$ cat src/rtl/fifo_pkg.sv
// rtl/fifo_pkg.sv - shared width helpers and read-mode constants for the parametrised FIFO
package fifo_pkg;

    localparam int FWFT_OFF = 0;
    localparam int FWFT_ON  = 1;

    function automatic int cnt_width(input int depth);
        return $clog2(depth + 1);
    endfunction

    function automatic int ptr_width(input int depth);
        return $clog2(depth);
    endfunction

endpackage

$ cat src/rtl/fifo_ram.sv
// rtl/fifo_ram.sv - DEPTH x DATA_W register array, one write port, one asynchronous read port
module fifo_ram #(
    parameter int DATA_W = 4,
    parameter int DEPTH  = 8,
    parameter int PTR_W  = 3
) (
    input  logic              clk,
    input  logic              we,
    input  logic [PTR_W-1:0]  waddr,
    input  logic [DATA_W-1:0] wdata,
    input  logic [PTR_W-1:0]  raddr,
    output logic [DATA_W-1:0] rdata
);

    logic [DATA_W-1:0] mem_q [DEPTH];

    always_ff @(posedge clk) begin
        if (we) begin
            mem_q[waddr] <= wdata;
        end
    end

    assign rdata = mem_q[raddr];

endmodule

$ cat src/rtl/tt_um_monishvr_fifo_param.sv
// rtl/tt_um_monishvr_fifo_param.sv - synchronous FIFO with thresholds, sticky error flags, flush and FWFT option
module tt_um_monishvr_fifo_param
    import fifo_pkg::*;
#(
    parameter int DATA_W   = 4,
    parameter int DEPTH    = 8,
    parameter int AF_LEVEL = 6,
    parameter int AE_LEVEL = 2,
    parameter int FWFT     = FWFT_OFF,
    localparam int CNT_W   = cnt_width(DEPTH),
    localparam int PTR_W   = ptr_width(DEPTH)
) (
    input  logic              clk,
    input  logic              rst_n,
    input  logic              flush,
    input  logic              wr_en,
    input  logic [DATA_W-1:0] wr_data,
    input  logic              rd_en,
    output logic [DATA_W-1:0] rd_data,
    output logic              rd_valid,
    output logic              full,
    output logic              empty,
    output logic              almost_full,
    output logic              almost_empty,
    output logic [CNT_W-1:0]  count,
    output logic              overflow,
    output logic              underflow
);

    logic [PTR_W-1:0]  wr_ptr_q, wr_ptr_d, rd_ptr_q, rd_ptr_d;
    logic [CNT_W-1:0]  count_q, count_d;
    logic              overflow_q, overflow_d, underflow_q, underflow_d;
    logic [DATA_W-1:0] rd_data_q, rd_data_d, ram_rdata;
    logic              rd_valid_q, rd_valid_d;
    logic              empty_w, full_w, wr_acc, rd_acc;

    // Explicit wrap so non-power-of-two depths work.
    function automatic logic [PTR_W-1:0] ptr_inc(input logic [PTR_W-1:0] p);
        return (p == PTR_W'(DEPTH - 1)) ? '0 : p + PTR_W'(1);
    endfunction

    assign empty_w = (count_q == '0);
    assign full_w  = (count_q == CNT_W'(DEPTH));
    assign rd_acc  = rd_en & ~empty_w & ~flush;
    assign wr_acc  = wr_en & (~full_w | rd_acc) & ~flush;

    fifo_ram #(
        .DATA_W (DATA_W),
        .DEPTH  (DEPTH),
        .PTR_W  (PTR_W)
    ) u_ram (
        .clk   (clk),
        .we    (wr_acc),
        .waddr (wr_ptr_q),
        .wdata (wr_data),
        .raddr (rd_ptr_q),
        .rdata (ram_rdata)
    );

    always_comb begin
        wr_ptr_d    = wr_ptr_q;
        rd_ptr_d    = rd_ptr_q;
        count_d     = count_q;
        overflow_d  = overflow_q;
        underflow_d = underflow_q;
        rd_data_d   = rd_data_q;
        rd_valid_d  = 1'b0;
        if (flush) begin
            wr_ptr_d    = '0;
            rd_ptr_d    = '0;
            count_d     = '0;
            overflow_d  = 1'b0;
            underflow_d = 1'b0;
            rd_data_d   = '0;
        end else begin
            if (wr_acc) begin
                wr_ptr_d = ptr_inc(wr_ptr_q);
            end
            if (rd_acc) begin
                rd_ptr_d   = ptr_inc(rd_ptr_q);
                rd_data_d  = ram_rdata;
                rd_valid_d = 1'b1;
            end
            count_d = count_q + CNT_W'(wr_acc) - CNT_W'(rd_acc);
            if (wr_en && !wr_acc) begin
                overflow_d = 1'b1;
            end
            if (rd_en && empty_w) begin
                underflow_d = 1'b1;
            end
        end
    end

    always_ff @(posedge clk or posedge rst_n) begin
        if (rst_n) begin
            wr_ptr_q    <= '0;
            rd_ptr_q    <= '0;
            count_q     <= '0;
            overflow_q  <= 1'b0;
            underflow_q <= 1'b0;
            rd_data_q   <= '0;
            rd_valid_q  <= 1'b0;
        end else begin
            wr_ptr_q    <= wr_ptr_d;
            rd_ptr_q    <= rd_ptr_d;
            count_q     <= count_d;
            overflow_q  <= overflow_d;
            underflow_q <= underflow_d;
            rd_data_q   <= rd_data_d;
            rd_valid_q  <= rd_valid_d;
        end
    end

    assign full         = full_w;
    assign empty        = empty_w;
    assign almost_full  = (count_q >= CNT_W'(AF_LEVEL));
    assign almost_empty = (count_q <= CNT_W'(AE_LEVEL));
    assign count        = count_q;
    assign overflow     = overflow_q;
    assign underflow    = underflow_q;

    if (FWFT == FWFT_ON) begin : g_fwft
        assign rd_data  = empty_w ? '0 : ram_rdata;
        assign rd_valid = ~empty_w;
    end else begin : g_reg
        assign rd_data  = rd_data_q;
        assign rd_valid = rd_valid_q;
    end

endmodule

$ cat config.mk
export PLATFORM = sky130hd
export DESIGN_NAME = tt_um_monishvr_fifo_param
export DESIGN_NICKNAME = d
export VERILOG_FILES = /design/src/rtl/fifo_pkg.sv /design/src/rtl/fifo_ram.sv /design/src/rtl/tt_um_monishvr_fifo_param.sv
export SDC_FILE = /design/constraint.sdc
export NUM_CORES = 1
export LEC_CHECK = 0
export CORE_MARGIN = 1
export CORE_UTILIZATION = 50
export DETAILED_ROUTE_END_ITERATION = 8
export PLACE_DENSITY_LB_ADDON = 0.12
export SETUP_SLACK_MARGIN = 0.5
export SYNTH_ARGS = -nofsm -noshare
export SYNTH_HDL_FRONTEND = slang
export SYNTH_SLANG_ARGS = --single-unit
$ cat constraint.sdc
create_clock -name clk -period 2.7 [get_ports clk]
set_input_delay 0.54 -clock clk [delete_from_list [all_inputs] [get_ports clk]]
set_output_delay 0.54 -clock clk [all_outputs]
set_load 0.02 [all_outputs]
==> summary.txt <==
GRT
  • Total track usage: 21.3%
  • Antenna violations before repair: 0
  • Vias in the first global route: 1435
  • Grt total ovfl: 0
  • Largest net degree at the start of global routing: 18
  • Global-route wire length before repair: between 6000 and 7000 um

Critical path
  • Critical Path Source Type: flop
  • Critical Path End Type: output pin
  • Worst Path Buf+Inv: 3
  • Worst Path Required: 2.16 ns
  • CP Max Fanout: 4
  • Slowest stage cell, crit path: dfrtp_2
  • Crit-path leading delay family: flip-flops
  • Crit path DAT: 1.72 ns
  • Crit-path cells: inv_4 > ha_4 > or3b_4 > clkinv_4 > clkdlybuf4s15_1
  • Worst r2r src: count[2]
  • Crit path from: count[2]
  • Max stage delay on crit path: between 0.4 and 0.5 ns
  • Setup CP Type: reg2out

Power
  • Overall Power: 2.56 mW
  • Pwr Density: between 800 and 900 nW/um2
  • Pleak: 1.12 nW
  • Max VDD drop: 0.466 mV

STA
  • RSZ-0062 raised after global routing: yes
  • Highest Clock Rate: 442 MHz
  • Final TNS setup: 0 ns
  • Final setup margin: 0.439 ns
  • Slew Limit Fails: 0
  • Slew @ Worst Pin: around 0.69 ns
  • Max_slew headroom: between 50% and 60%
  • Minimum clock period: 2.26 ns
  • Hold Vio Cnt, Final: 0
  • Crit share post-route: roughly 84%
  • Hold WS: 0.492 ns
  • Max Clock Skew: approximately 0.0095 ns
  • Final setup violation count: 0

Clock tree
  • CTS tree: built
  • H-tree levels: 2
  • Post-CTS Hold Buffers: 0
  • Worst-Skew Late Latency: 0.31 ns
  • Number of CTS-inserted buffers: 5
  • Root buffer cell: clkbuf_8
  • Clock Tree Buf Depth: 2
  • Clk slew on worst S/H paths: 0.10 ns
  • Clock Sink Count: 49

Logic synthesis
  • Number of synthesized flops with an enable pin: 32
  • Main synth FF type: edfxtp_1
  • Register area share after synthesis: roughly 62%
  • Netlist cell types: 35
  • Cells after synthesis: around 170
  • Async SR Flop Fraction: 34.7%
  • Synth Net Count: 189
  • Yosys warns: 0
  • Syn avg cell area: 13.2 um2
  • FF+latch count, synth: 49
  • Mapped cell area: 2220 um2

Finish
  • Area added between synthesis and finish: 29.2%
  • Util after Layout: 69.4%
  • Layout cell share with drive strength beyond 1: between 20% and 30%
  • Fin nets: 238
  • Fillers: 287
  • Antenna Cells: 0

Routing
  • Drt drc: 0
  • DRT Wirelength: 4360 um
  • Drt via density: 5.56
  • Routed len/inst: approximately 16 um
  • 1st-iter DRT viols: 66
  • Detailed-route via count: 1489
  • ANT nets after route: 0
  • DRT Pass-1 Iters: 4

Flow run
  • Max Cap Violations: 0

Floorplan
  • Starting density of the core: a little over half
  • Core box area: just over 4000 um2
  • IO Pins: 24
  • Row count: 23
  • Chip height: 68.7 um
  • DIE WIDTH: 68.7 um
  • DIE AREA: 4720 um2

Placement
  • PortBufs: 23
  • Placement-stage worst setup slack: -0.0247 ns
  • Detailed Place HPWL: 3140 um
  • Routability cong.: 0.812

Run status
  • Outcome: complete, no violations

Worst hold path
  • Hold Startpoint: rd_data[3]
  • Hold crit path type: reg2reg
==> flip-flops by register name (all words and copies together) (netlist names) <==
signal and cells:
overflow 1, wr_ptr_q 3, rd_valid 1, u_ram.mem_q 32, rd_data 4, rd_ptr_q 3
count 4, underflow 1
==> cells by family (layout without fill, tap and decap cells) <==
kind of cell             after synthesis  in the layout  share of synthesized area (%)
buffers and inverters                 14             64                           2.76
flip-flops                            49             49                           62.3
AND/OR/NAND/NOR                       61             61                           13.4
XOR/XNOR                               4              4                           1.58
adder cells (fa/ha/maj)               12             12                           7.09
AO/OA/AOI/OAI                         15             15                           4.72
multiplexers                          13             13                           8.16
==> worst reg2reg max path: stages (launching register included) <==
cell and delay (ns):
dfrtp_2 0.44, inv_4 0.08, ha_4 0.14, or3b_4 0.40, clkinv_4 0.08, nor3b_4 0.05, ha_4 0.22, inv_4 0.06
ha_4 0.12, inv_2 0.03, fa_2 0.52, nor2_2 0.03
==> cell usage after synthesis, types with 4 or more instances <==
cell | count | share of area [%]
nand3_1 | 7 | 1.6
inv_1 | 8 | 1.3
edfxtp_1 | 32 | 43
nor2_1 | 13 | 2.2
clkbuf_1 | 4 | 0.67
a21oi_1 | 6 | 1.3
mux4_2 | 4 | 4.0
nand2_1 | 22 | 3.7
dfrtp_1 | 17 | 19
ha_1 | 11 | 6.2
mux2i_1 | 8 | 3.6
==> stage by stage <==
step | instance area [um2] | instances
2_1_floorplan | 2300 | 168
3_3_place_gp | 2670 | 249
3_5_place_dp | 2670 | 249
4_1_cts | 2850 | 265
5_1_grt | 2870 | 268
6_report | 2870 | 268
==> final timing paths <==
check	to	slack (ns)	cells past startpoint
max in group asynchronous	count[1]	1.58	2
hold / removal	rd_data[3]	0.49	2
hold reg to reg	rd_data[3]	0.49	2
setup reg to reg	count[1]	0.44	11
min in group asynchronous	rd_data[2]	0.63	2
setup / recovery	empty	0.44	5
==> layer usage <==
layer  track usage, %  share of wire, %  wire (um)
met1             28.6                46       2020
met3             5.43               4.1        179
met5                0                 0          0
met4             8.42               1.5         67
met2             33.2                48       2090
==> final cells by class <==
cell class | instances | area (um2) | share of cell area [%]
well taps | 50 | 62.6 | 2.18
clock inverters | 3 | 50.0 | 1.74
clock buffers | 5 | 68.8 | 2.39
repair buffers | 48 | 404 | 14.1
multi-input cells | 105 | 856 | 29.8
flip-flops and latches | 49 | 1390 | 48.4
inverters | 8 | 42.5 | 1.48
==> what timing repair did <==
action,CTS,global route
endpoints found under the setup margin,11,6
pin swaps,3,1
buffers inserted,8,3
resized for setup,12,8
endpoints found under the hold margin,0,0
==> report_power, final <==
| part | switching, mW | total, mW | internal, mW | leakage, nW |
|---|---|---|---|---|
| registers | 0.123 | 1.01 | 0.883 | 0.514 |
| clock network | 0.257 | 0.541 | 0.284 | 0.0603 |
| logic | 0.483 | 1.01 | 0.530 | 0.550 |
| total | 0.863 | 2.56 | 1.70 | 1.12 |
==> placed cells by master, fill, tap and decap left out, drive strengths merged, types with 4 or more instances in the layout <==
| master | synthesis | final |
|---|---|---|
| a21oi | 7 | 7 |
| buf | 2 | 25 |
| clkbuf | 4 | 7 |
| clkdlybuf4s50 | 0 | 17 |
| dfrtp | 17 | 17 |
| edfxtp | 32 | 32 |
| ha | 11 | 11 |
| inv | 8 | 8 |
| mux2i | 8 | 8 |
| mux4 | 4 | 4 |
| nand2 | 22 | 22 |
| nand3 | 7 | 7 |
| nor2 | 13 | 13 |
(Power assumes the default switching activity.)
